`src/rtl/bram_sched_pkg.sv`:
```
// rtl/bram_sched_pkg.sv - shared types and constants for bram_port_scheduler
package bram_sched_pkg;

    localparam int READ_LAT_MIN = 1;
    localparam int READ_LAT_MAX = 4;
    localparam int CNT_W        = 16;

    // Slot fields are sized for the widest supported configuration; the top truncates on use.
    localparam int SLOT_ADDR_W  = 16;
    localparam int SLOT_DATA_W  = 64;

    typedef struct packed {
        logic                   valid;
        logic                   we;
        logic [SLOT_ADDR_W-1:0] addr;
        logic [SLOT_DATA_W-1:0] wdata;
    } slot_t;

    function automatic slot_t new_slot(input logic we,
                                       input logic [SLOT_ADDR_W-1:0] addr,
                                       input logic [SLOT_DATA_W-1:0] wdata);
        slot_t s;
        s.valid = 1'b1;
        s.we    = we;
        s.addr  = addr;
        s.wdata = wdata;
        return s;
    endfunction

endpackage

```
`src/rtl/bram_port_scheduler_if.sv`:
```
// rtl/bram_port_scheduler_if.sv - requester-side request/response bundle for both ports
interface bram_port_scheduler_if #(
    parameter int DWIDTH = 8,
    parameter int ADDR_W = 8
);
    logic              req0_valid;
    logic              req0_ready;
    logic              req0_we;
    logic [ADDR_W-1:0] req0_addr;
    logic [DWIDTH-1:0] req0_wdata;
    logic              rsp0_valid;
    logic [DWIDTH-1:0] rsp0_rdata;

    logic              req1_valid;
    logic              req1_ready;
    logic              req1_we;
    logic [ADDR_W-1:0] req1_addr;
    logic [DWIDTH-1:0] req1_wdata;
    logic              rsp1_valid;
    logic [DWIDTH-1:0] rsp1_rdata;

    modport master (
        output req0_valid, req0_we, req0_addr, req0_wdata,
        input  req0_ready, rsp0_valid, rsp0_rdata,
        output req1_valid, req1_we, req1_addr, req1_wdata,
        input  req1_ready, rsp1_valid, rsp1_rdata
    );

    modport slave (
        input  req0_valid, req0_we, req0_addr, req0_wdata,
        output req0_ready, rsp0_valid, rsp0_rdata,
        input  req1_valid, req1_we, req1_addr, req1_wdata,
        output req1_ready, rsp1_valid, rsp1_rdata
    );
endinterface

```
`src/rtl/bram_rsp_pipe.sv`:
```
// rtl/bram_rsp_pipe.sv - per-port read-response delay line matching BRAM read latency
module bram_rsp_pipe #(
    parameter int DWIDTH   = 8,
    parameter int READ_LAT = 1
) (
    input  logic              clk,
    input  logic              rst,
    input  logic              issue_rd,
    input  logic [DWIDTH-1:0] data_out,
    output logic              rsp_valid,
    output logic [DWIDTH-1:0] rsp_rdata
);
    logic [READ_LAT-1:0] stage;
    logic [DWIDTH-1:0]   hold;

    always_ff @(posedge clk or posedge rst) begin
        if (rst) begin
            stage <= '0;
            hold  <= '0;
        end else begin
            stage[0] <= issue_rd;
            for (int i = 1; i < READ_LAT; i++) begin
                stage[i] <= stage[i-1];
            end
            if (rsp_valid) begin
                hold <= data_out;
            end
        end
    end

    // Data is taken straight from the BRAM in the response cycle and held afterwards.
    assign rsp_valid = stage[READ_LAT-1];
    assign rsp_rdata = rsp_valid ? data_out : hold;

endmodule

```
`src/rtl/bram_port_scheduler.sv`:
```
// rtl/bram_port_scheduler.sv - two-requester scheduler for a dual-port BRAM; conflict counter under BRAM_SCHED_STATS_EN
module bram_port_scheduler
    import bram_sched_pkg::*;
#(
    parameter int DWIDTH   = 8,
    parameter int DEPTH    = 256,
    parameter int ADDR_W   = $clog2(DEPTH),
    parameter int READ_LAT = 1
) (
    input  logic                clk,
    input  logic                rst,
    bram_port_scheduler_if.slave ifc,
    output logic                clk_en,
    output logic                port_en_0,
    output logic                port_en_1,
    output logic                wr_en_0,
    output logic                wr_en_1,
    output logic [ADDR_W-1:0]   addr_in_0,
    output logic [ADDR_W-1:0]   addr_in_1,
    output logic [DWIDTH-1:0]   data_in_0,
    output logic [DWIDTH-1:0]   data_in_1,
    input  logic [DWIDTH-1:0]   data_out_0,
    input  logic [DWIDTH-1:0]   data_out_1,
    output logic [CNT_W-1:0]    conflict_cnt
);
    localparam int LAT = (READ_LAT < READ_LAT_MIN) ? READ_LAT_MIN :
                         (READ_LAT > READ_LAT_MAX) ? READ_LAT_MAX : READ_LAT;

    slot_t slot0, slot1;
    logic  rr;
    logic  conflict, issue0, issue1, ready0, ready1;
    logic  rsp0_valid, rsp1_valid;
    logic [DWIDTH-1:0] rsp0_rdata, rsp1_rdata;

    always_comb begin
        conflict  = 1'b0;
        issue0    = 1'b0;
        issue1    = 1'b0;
        conflict  = slot0.valid && slot1.valid && slot0.we && slot1.we &&
                    (slot0.addr == slot1.addr);
        // The rr-selected port wins a conflict; the loser keeps its slot for next cycle.
        issue0    = slot0.valid && !(conflict && rr);
        issue1    = slot1.valid && !(conflict && !rr);
        ready0    = !slot0.valid || issue0;
        ready1    = !slot1.valid || issue1;
        port_en_0 = issue0;
        port_en_1 = issue1;
        wr_en_0   = issue0 && slot0.we;
        wr_en_1   = issue1 && slot1.we;
        addr_in_0 = slot0.addr[ADDR_W-1:0];
        addr_in_1 = slot1.addr[ADDR_W-1:0];
        data_in_0 = slot0.wdata[DWIDTH-1:0];
        data_in_1 = slot1.wdata[DWIDTH-1:0];
    end

    always_ff @(posedge clk or posedge rst) begin
        if (rst) begin
            slot0 <= '0;
            slot1 <= '0;
            rr    <= 1'b0;
        end else begin
            if (ifc.req0_valid && ready0) begin
                slot0 <= new_slot(ifc.req0_we, SLOT_ADDR_W'(ifc.req0_addr),
                                  SLOT_DATA_W'(ifc.req0_wdata));
            end else if (issue0) begin
                slot0.valid <= 1'b0;
            end
            if (ifc.req1_valid && ready1) begin
                slot1 <= new_slot(ifc.req1_we, SLOT_ADDR_W'(ifc.req1_addr),
                                  SLOT_DATA_W'(ifc.req1_wdata));
            end else if (issue1) begin
                slot1.valid <= 1'b0;
            end
            if (conflict) begin
                rr <= ~rr;
            end
        end
    end

    // Upper slot bits beyond the configured widths are intentionally left unconsumed.
    logic unused_slot_bits;
    assign unused_slot_bits = ^{slot0, slot1};

    assign clk_en         = ~rst;
    assign ifc.req0_ready = ready0;
    assign ifc.req1_ready = ready1;
    assign ifc.rsp0_valid = rsp0_valid;
    assign ifc.rsp1_valid = rsp1_valid;
    assign ifc.rsp0_rdata = rsp0_rdata;
    assign ifc.rsp1_rdata = rsp1_rdata;

    bram_rsp_pipe #(.DWIDTH(DWIDTH), .READ_LAT(LAT)) u_rsp_pipe_0 (
        .clk       (clk),
        .rst       (rst),
        .issue_rd  (issue0 && !slot0.we),
        .data_out  (data_out_0),
        .rsp_valid (rsp0_valid),
        .rsp_rdata (rsp0_rdata)
    );

    bram_rsp_pipe #(.DWIDTH(DWIDTH), .READ_LAT(LAT)) u_rsp_pipe_1 (
        .clk       (clk),
        .rst       (rst),
        .issue_rd  (issue1 && !slot1.we),
        .data_out  (data_out_1),
        .rsp_valid (rsp1_valid),
        .rsp_rdata (rsp1_rdata)
    );

`ifdef BRAM_SCHED_STATS_EN
    logic [CNT_W-1:0] conflict_q;

    always_ff @(posedge clk or posedge rst) begin
        if (rst) begin
            conflict_q <= '0;
        end else if (conflict && (conflict_q != {CNT_W{1'b1}})) begin
            conflict_q <= conflict_q + CNT_W'(1);
        end
    end

    assign conflict_cnt = conflict_q;
`else
    assign conflict_cnt = '0;
`endif

endmodule

```
`src/flat_wrapper.sv`:
```
// flat-port wrapper written by rule: the top's interface ports become plain ports
module bram_port_scheduler_flat import bram_sched_pkg::*;
#(
    parameter int DWIDTH   = 8,
    parameter int DEPTH    = 256,
    parameter int ADDR_W   = $clog2(DEPTH),
    parameter int READ_LAT = 1
)
  (clk, rst, clk_en, port_en_0, port_en_1, wr_en_0, wr_en_1, addr_in_0, addr_in_1, data_in_0, data_in_1, data_out_0, data_out_1, conflict_cnt, ifc_req0_valid, ifc_req0_we, ifc_req0_addr, ifc_req0_wdata, ifc_req0_ready, ifc_rsp0_valid, ifc_rsp0_rdata, ifc_req1_valid, ifc_req1_we, ifc_req1_addr, ifc_req1_wdata, ifc_req1_ready, ifc_rsp1_valid, ifc_rsp1_rdata);
  bram_port_scheduler_if #(.DWIDTH(DWIDTH), .ADDR_W(ADDR_W)) ifc_i ();
  input  logic clk;
  input  logic rst;
  output logic clk_en;
  output logic port_en_0;
  output logic port_en_1;
  output logic wr_en_0;
  output logic wr_en_1;
  output logic [ADDR_W-1:0] addr_in_0;
  output logic [ADDR_W-1:0] addr_in_1;
  output logic [DWIDTH-1:0] data_in_0;
  output logic [DWIDTH-1:0] data_in_1;
  input  logic [DWIDTH-1:0] data_out_0;
  input  logic [DWIDTH-1:0] data_out_1;
  output logic [CNT_W-1:0] conflict_cnt;
  input wire logic [$bits(ifc_i.req0_valid)-1:0] ifc_req0_valid;
  input wire logic [$bits(ifc_i.req0_we)-1:0] ifc_req0_we;
  input wire logic [$bits(ifc_i.req0_addr)-1:0] ifc_req0_addr;
  input wire logic [$bits(ifc_i.req0_wdata)-1:0] ifc_req0_wdata;
  output wire logic [$bits(ifc_i.req0_ready)-1:0] ifc_req0_ready;
  output wire logic [$bits(ifc_i.rsp0_valid)-1:0] ifc_rsp0_valid;
  output wire logic [$bits(ifc_i.rsp0_rdata)-1:0] ifc_rsp0_rdata;
  input wire logic [$bits(ifc_i.req1_valid)-1:0] ifc_req1_valid;
  input wire logic [$bits(ifc_i.req1_we)-1:0] ifc_req1_we;
  input wire logic [$bits(ifc_i.req1_addr)-1:0] ifc_req1_addr;
  input wire logic [$bits(ifc_i.req1_wdata)-1:0] ifc_req1_wdata;
  output wire logic [$bits(ifc_i.req1_ready)-1:0] ifc_req1_ready;
  output wire logic [$bits(ifc_i.rsp1_valid)-1:0] ifc_rsp1_valid;
  output wire logic [$bits(ifc_i.rsp1_rdata)-1:0] ifc_rsp1_rdata;
  assign ifc_i.req0_valid = ifc_req0_valid;
  assign ifc_i.req0_we = ifc_req0_we;
  assign ifc_i.req0_addr = ifc_req0_addr;
  assign ifc_i.req0_wdata = ifc_req0_wdata;
  assign ifc_req0_ready = ifc_i.req0_ready;
  assign ifc_rsp0_valid = ifc_i.rsp0_valid;
  assign ifc_rsp0_rdata = ifc_i.rsp0_rdata;
  assign ifc_i.req1_valid = ifc_req1_valid;
  assign ifc_i.req1_we = ifc_req1_we;
  assign ifc_i.req1_addr = ifc_req1_addr;
  assign ifc_i.req1_wdata = ifc_req1_wdata;
  assign ifc_req1_ready = ifc_i.req1_ready;
  assign ifc_rsp1_valid = ifc_i.rsp1_valid;
  assign ifc_rsp1_rdata = ifc_i.rsp1_rdata;
  bram_port_scheduler #(.DWIDTH(DWIDTH), .DEPTH(DEPTH), .ADDR_W(ADDR_W), .READ_LAT(READ_LAT)) u_core (.clk(clk), .rst(rst), .ifc(ifc_i), .clk_en(clk_en), .port_en_0(port_en_0), .port_en_1(port_en_1), .wr_en_0(wr_en_0), .wr_en_1(wr_en_1), .addr_in_0(addr_in_0), .addr_in_1(addr_in_1), .data_in_0(data_in_0), .data_in_1(data_in_1), .data_out_0(data_out_0), .data_out_1(data_out_1), .conflict_cnt(conflict_cnt));
endmodule
```
`config.mk`:
```
export PLATFORM = sky130hd
export DESIGN_NAME = bram_port_scheduler_flat
export DESIGN_NICKNAME = d
export VERILOG_FILES = /design/src/rtl/bram_sched_pkg.sv /design/src/rtl/bram_port_scheduler_if.sv /design/src/rtl/bram_rsp_pipe.sv /design/src/rtl/bram_port_scheduler.sv /design/src/flat_wrapper.sv
export SDC_FILE = /design/constraint.sdc
export NUM_CORES = 1
export LEC_CHECK = 0
export CORE_UTILIZATION = 44
export DETAILED_ROUTE_END_ITERATION = 16
export PLACE_DENSITY = 0.85
export SLEW_MARGIN = 25
export SYNTH_ARGS = -nofsm -noshare
export SYNTH_HDL_FRONTEND = slang
export SYNTH_SLANG_ARGS = --single-unit
```
`constraint.sdc`:
```
create_clock -name clk -period 8.2 [get_ports clk]
set_input_delay 2.46 -clock clk [delete_from_list [all_inputs] [get_ports clk]]
set_output_delay 2.46 -clock clk [all_outputs]
set_load 0.01 [all_outputs]
```
## Word level (Yosys, flattened, before mapping)

Cells that the tools add are included.

- Input port bits: 54
- Register bits after elaboration: 55
- Output and inout port bits: 73

- Muxes and demuxes: 6
- Reduce and logical (&&, ||, !) cells: 25
- Equal/unequal tests: 1
- Bitwise logic cells: 2

Operator list:

| kind | count |
|---|---|
| 8-bit 2-to-1 mux | 2 |
| 1-bit logical AND | 14 |
| 8-bit equality test | 1 |
| 1-bit zero test | 7 |
| 1-bit 2-to-1 mux | 4 |
| 2-bit nonzero test | 2 |
| 1-bit logical OR | 2 |
| 1-bit NOT | 2 |

## Logic depth before layout (Yosys ltp)

Gate-level depths: netlist of the first run.

- Word-level depth: 10
- Gate-level depth with buffers: 6
- Mapped depth without buffers: 4

## Modules after synthesis

Synthesis of the first run repeated with hierarchy kept, for this count alone.

- Cell total of the unflattened synthesis: 194
- Area total of the unflattened synthesis: 2,725.1 um^2

Modules (own cells, without submodules):

| module | times used | area each (um^2) | sequential area each (um^2) | cells each |
|---|---|---|---|---|
| bram_port_scheduler | 1 | 2,004.4 | 925.9 | 156 |
| bram_rsp_pipe | 2 | 360.3 | 225.2 | 19 |

## Least setup slack after synthesis of the first run

OpenSTA, ideal clock, no wires.

- Kind: input to output
- Start: input port rst
- End: output port clk_en
- Buffers on the path: 0
- Setup slack: 2.085 ns
- Data arrival time: 3.655 ns
- Required time: 5.740 ns
- Cell stages on the path: 1
- Cell sequence: inv_1

- Cells in the longest elaborated chain, start to end: 1

RTL lines:

| what | RTL line | source |
|---|---|---|
| from (decl) | flat_wrapper.sv:12 | `input logic rst;` |
| 1-bit NOT | bram_port_scheduler.sv:84 | `assign clk_en = ~rst;` |
| to (decl) | flat_wrapper.sv:13 | `output logic clk_en;` |

No other way between the ends.

## Final worst setup path of the first run

- Start: input port data_out_1[1]
- End: output port ifc_rsp1_rdata[1]

- Cells in the longest elaborated chain, start to end: 1

RTL lines:

| what | RTL line | source |
|---|---|---|
| from (decl) | flat_wrapper.sv:23 | `input logic [DWIDTH-1:0] data_out_1;` |
| 8-bit 2-to-1 mux | - |  |
| to (decl) | flat_wrapper.sv:38 | `output wire logic [$bits(ifc_i.rsp1_rdata)-1:0] ifc_rsp1_rdata;` |

No other way between the ends.

==> impl_metrics.yaml, run 1 <==
floorplanning:
  die_h_um: 79.5
  start_util: 0.469
  num_rows: 27
  core-area_um2: 5640
  io_pins: 127
  fp.dieW_um: 79.5
  dieArea_um2: 6330
placed_design:
  gp_congestion: 0.801
  placed_area_um2: 3500
  port_buffers: 110
  place_hpwl_um: 3650
setup_path:
  crit_type: "input port to output pin"
  critPathLaunchType: "input port"
  path_common_cell: "clkdlybuf4s50_1"
  crit_fanout: 2
  required_ps: 5740
  crit_start: "data_out_1[1]"
  slowest_stage: "clkdlybuf4s50_1"
  cp.arrival_ps: 3640
  worstSetupEndpointType: "output pin"
  cp_slowest_stage_delay_ps: 500
  reg2reg_from: "u_core.slot1[80]"
  cp_cell_sequence: "clkdlybuf4s50_1 -> mux2_2 -> clkdlybuf4s50_1"
detailed_routing:
  vias_per_cell: 4.62
  wl_per_cell_um: 14.1
  drc: 0
  wl_um: 4880
  firstDrtPassIters: 4
  dr_total_vias: 1594
  drt-initial-drc-count: 52
  ant_nets: 0
logic_synthesis:
  ys_seq_elements: 55
  syn_inst: 194
  netlist_area_um2: 2650
  ys_seq_area_frac: 0.520
  synth.avg_cell_area_um2: 13.6
  ys_types: 25
  yosysWarnings: 0
final_layout:
  areaGrowthSynthToFinish_pct: 36.3
  final_area_um2: 3600
  fillers: 452
  seqCellArea_um2: 1380
  multi_input_area_um2: 905
  antenna_cells: 0
  final_common_cell: "clkdlybuf4s50_1"
  fin_nets: 327
  drive_above_1_share: 0.190
  final_cell_mix: "clkdlybuf4s50_1, dfrtp_1, mux2_2"
clock_tree:
  cts-hold-fix-buffers: 0
  cts_buffers: 5
  cts_sinks: 55
  clkLatencyLatePin_ps: 300
  tritoncts: "yes"
  h-tree-depth: 2
  clk_pin_slew_ps: 90
  clock_path_buffers: 2
  cts_resized: 0
  cts_root_buffer: "clkbuf_8"
  post_cts_buffers: 0
sta:
  worstMarginPinSlew_ps: 834
  hold_viol_final: 0
  drv_slew: 0
  setup_viol: 0
  slew_headroom: 0.442
  fmax_ghz: 0.164
  period_minus_slack_ps: 6100
  rsz0062_at_grt: "false"
  tns_ps: 0
  period_share: 0.744
  finalClockSkew_ps: 7.69
worst_hold_path:
  holdCritStartpoint: "u_core.slot0[80]"
  min_path_type: "register to register"
grt:
  antenna_found_initial: 0
  grt_pass1_vias: 1655
  grt_pass1_wl_um: 7840
  overflow: 0
  grt_start_max_net_pins: 56
  track_usage: 0.163
outcome:
  status: "finished clean"
pwr:
  vdd_drop_max_mv: 0.0926
  power.density_nw_per_um2: 188
  cellLeakagePower_uw: 0.00153
  total_power_uw: 678
run:
  cap_viol_max_count: 0
==> layer usage <==
metal,track usage,share of wire,wire [um]
met2,0.291,0.51,2490
met4,0.0382,0.0025,12
met3,0.0526,0.081,395
met1,0.190,0.41,1980
met5,0,0,0
==> cell families (layout without fill, tap and decap cells) <==
| group | Yosys count | in the layout | synth area share |
|---|---|---|---|
| compound gates | 8 | 8 | 0.0308 |
| xor+xnor | 9 | 9 | 0.0298 |
| buf+inv | 59 | 123 | 0.159 |
| flops | 55 | 55 | 0.520 |
| mux | 50 | 50 | 0.227 |
| other cells | 1 | 16 | 0.00142 |
| simple gates | 12 | 12 | 0.0317 |
==> cells in the mapped netlist <==
cell type / number / area [um2]
dfrtp_1: 55 / 1380
buf_4: 49 / 368
mux2_2: 30 / 338
mux2_1: 10 / 113
mux2_4: 10 / 150
xor2_1: 8 / 70.1
inv_1: 5 / 18.8
clkbuf_1: 3 / 11.3
nor2_1: 3 / 11.3
buf_6: 2 / 22.5
nand3_1: 2 / 10.0
nand4_1: 2 / 12.5
o211a_1: 2 / 20.0
o21ai_0: 2 / 10.0
a31oi_1: 1 / 6.26
a41o_1: 1 / 10.0
a41oi_4: 1 / 27.5
and2_1: 1 / 6.26
and2b_1: 1 / 7.51
conb_1: 1 / 3.75
nor3_1: 1 / 5.00
nor3_2: 1 / 10.0
nor4_4: 1 / 21.3
o21a_1: 1 / 7.51
xnor2_1: 1 / 8.76
==> sequential cells by signal, summed over array words and instances, names as in the netlist <==
register                       flops
u_core.rr                          1
u_core.u_rsp_pipe_0.hold           8
u_core.u_rsp_pipe_1.rsp_valid      1
u_core.data_in_0                   8
u_core.data_in_1                   8
u_core.u_rsp_pipe_0.rsp_valid      1
u_core.slot0                       2
u_core.slot1                       2
u_core.addr_in_0                   8
u_core.addr_in_1                   8
u_core.u_rsp_pipe_1.hold           8
==> worst max-delay path: cells and delay by family <==
kind,cells,cell delay [ps]
buffers and inverters,2,910
muxes,1,280
==> through the flow <==
stage,setup WS (ps),cells,hold slack [ps],utilization
2_1_floorplan,2080,209,437,-
3_3_place_gp,2110,338,475,0.620
3_5_place_dp,2100,338,484,0.620
4_1_cts,2090,345,501,0.639
5_1_grt,2060,345,523,0.639
6_report,2100,345,491,0.639
==> cell type report <==
cell class	instances	area share
Inverter	5	0.00521
Sequential cell	55	0.382
Tap cell	72	0.0250
Clock inverter	2	0.0104
Clock buffer	5	0.0191
Timing Repair Buffer	111	0.308
Multi-Input combinational cell	95	0.251
==> report_power, final <==
group          internal, uW  total [uW]  leakage (uW)  switching [uW]
Clock                  89.3         173     0.0000502            84.1
Combinational           113         180      0.000835            66.9
Sequential              304         324      0.000647            19.6
==> worst paths after layout <==
check,to,slack (ps),cells after the start
hold / removal,u_core.u_rsp_pipe_0.rsp_valid,490,1
setup reg to reg,u_core.addr_in_1[5],5800,4
setup / recovery,ifc_rsp1_rdata[1],2100,3
hold reg to reg,u_core.u_rsp_pipe_0.rsp_valid,490,1
min in group asynchronous,u_core.data_in_1[0],2690,3
max in group asynchronous,u_core.addr_in_1[1],5060,3
Power figures use the tool's default switching activity.
==> inputs of run 2 (changes only) <==
--- a/config.mk
+++ b/config.mk
@@ -5,9 +5,9 @@
 export SDC_FILE = /design/constraint.sdc
 export NUM_CORES = 1
 export LEC_CHECK = 0
-export CORE_UTILIZATION = 44
+export CORE_UTILIZATION = 41
 export DETAILED_ROUTE_END_ITERATION = 16
-export PLACE_DENSITY = 0.85
+export PLACE_DENSITY = 0.8
 export SLEW_MARGIN = 25
 export SYNTH_ARGS = -nofsm -noshare
 export SYNTH_HDL_FRONTEND = slang
==> constraint.sdc (replaced) <==
create_clock -name clk -period 5.65 [get_ports clk]
set_input_delay 1.695 -clock clk [delete_from_list [all_inputs] [get_ports clk]]
set_output_delay 1.695 -clock clk [all_outputs]
set_load 0.01 [all_outputs]
==> run 2 against run 1 <==
Effect of this change:
- routed wire length is 3.3% higher
- combinational power up 46%
- clock-buffer cell count grew 1
- non-clock buffer count is the same
- clock power up 54%
- setup slack worse by 1000 ps
- sequential power is 45% higher
- critical path type unchanged
- critical endpoint is now ifc_rsp1_rdata[0]
==> impl_metrics.yaml, run 2 (synthesis gave the netlist of run 1 again) <==
final_layout:
  antenna_cells: 0
  fillers: 523
  final_core_util: 0.597
  multi_input_area_um2: 905
  areaGrowthSynthToFinish_pct: 36.8
  drive_above_1_share: 0.193
  seqCellArea_um2: 1380
  stdcell_count: 349
  final_cell_mix: "clkdlybuf4s50_1, dfrtp_1, mux2_2"
  fin_nets: 327
  final_common_cell: "clkdlybuf4s50_1"
detailed_routing:
  firstDrtPassIters: 4
  ant_nets: 0
  wl_um: 5040
  drc: 0
  vias_per_cell: 4.63
  drt-initial-drc-count: 41
  wl_per_cell_um: 14.4
  dr_total_vias: 1617
sta:
  fmax_ghz: 0.220
  period_share: 0.806
  finalClockSkew_ps: 8.45
  period_minus_slack_ps: 4550
  drv_slew: 0
  rsz0062_at_grt: "false"
  slew_headroom: 0.423
  tns_ps: 0
  setup_viol: 0
  worstMarginPinSlew_ps: 862
  hold_viol_final: 0
clock_tree:
  tritoncts: "yes"
  clkLatencyLatePin_ps: 300
  clk_pin_slew_ps: 90
  cts_resized: 0
  cts-hold-fix-buffers: 0
  cts_sinks: 55
  cts_root_buffer: "clkbuf_8"
  h-tree-depth: 2
  clock_path_buffers: 2
  cts_buffers: 5
  post_cts_buffers: 0
pwr:
  total_power_uw: 998
  vdd_drop_max_mv: 0.159
  p_sw_frac: 0.249
  cellLeakagePower_uw: 0.00154
  combPwrFrac: 0.264
  seq_power_share: 0.470
  internal_power_uw: 750
  clkPwrFrac: 0.266
  power.density_nw_per_um2: 276
  p_sw_uw: 248
floorplanning:
  io_pins: 127
  dieArea_um2: 6780
  die_h_um: 82.3
  num_rows: 28
  core-area_um2: 6060
  fp.dieW_um: 82.3
  start_util: 0.436
grt:
  antenna_found_initial: 0
  grt_pass1_vias: 1636
  grt_start_max_net_pins: 56
  track_usage: 0.154
  grt_pass1_wl_um: 7770
  overflow: 0
setup_path:
  worstSetupEndpointType: "output pin"
  reg2reg_from: "u_core.slot1[80]"
  cp.arrival_ps: 2860
  ff2ff_setup_slack_ps: 3230
  crit_type: "input port to output pin"
  cp_slowest_stage_delay_ps: 490
  slowest_stage: "clkdlybuf4s50_1"
  required_ps: 3950
  reg2reg_depth: 4
  cp-endpoint: "ifc_rsp1_rdata[0]"
  r2r_end: "u_core.addr_in_1[6]"
  critPathLaunchType: "input port"
  crit_fanout: 2
  crit_start: "data_out_1[0]"
  cp_cell_sequence: "clkdlybuf4s50_1 -> mux2_2 -> clkdlybuf4s50_1"
  path_common_cell: "clkdlybuf4s50_1"
placed_design:
  gp_congestion: 0.756
  place_hpwl_um: 3790
  port_buffers: 110
  placedCellCount: 341
worst_hold_path:
  min_path_type: "register to register"
outcome:
  status: "finished clean"
run:
  cap_viol_max_count: 0
[run 2: metrics by stage]
stage                     hold WS, ps  worst slack, ps  area [um2]
after global routing              509             1050        3620
final                             488             1100        3620
after CTS                         489             1090        3620
after floorplan                   437             1060        2700
after detailed placement          475             1090        3500
after global placement            474             1100        3500
[run 2: area by class of cell]
cell class              instances  area share
clock buffers                   6      0.0228
clock inverters                 2     0.00968
inverters                       5     0.00518
multi-input cells              95       0.250
flip-flops and latches         55       0.380
well taps                      75      0.0259
repair buffers                111       0.306
[run 2: worst max-delay path: cells and delay by family]
| kind | cells | cell delay [ps] |
|---|---|---|
| buffers and inverters | 2 | 890 |
| muxes | 1 | 270 |
[run 2: worst min-delay path by stage]
stage,startpoint,to,slack (ps),cells after the start
floorplan,u_core.slot0[80],u_core.u_rsp_pipe_0.rsp_valid,440,1
global placement,u_core.slot0[80],u_core.u_rsp_pipe_0.rsp_valid,470,1
detailed placement,u_core.slot0[80],u_core.u_rsp_pipe_0.rsp_valid,470,1
CTS,u_core.slot0[80],u_core.u_rsp_pipe_0.rsp_valid,490,1
global route,u_core.slot0[80],u_core.u_rsp_pipe_0.rsp_valid,510,1
finish,u_core.slot0[80],u_core.u_rsp_pipe_0.rsp_valid,490,1
[run 2: power by group through the flow]
| stage | clock, uW | sequential [uW] | combinational (uW) |
|---|---|---|---|
| after global routing | 288 | 477 | 285 |
| after floorplan | 0 | 468 | 164 |
| after global placement | 0 | 476 | 262 |
| after CTS | 277 | 470 | 267 |
| final | 266 | 469 | 263 |
| after detailed placement | 0 | 478 | 266 |
[run 2: metal layers]
layer  share of wire  global-route usage  routed length, um
met1            0.38               0.180               1930
met2            0.52               0.272               2640
met3           0.089              0.0484                448
met4          0.0030              0.0404                 15
met5               0                   0                  0
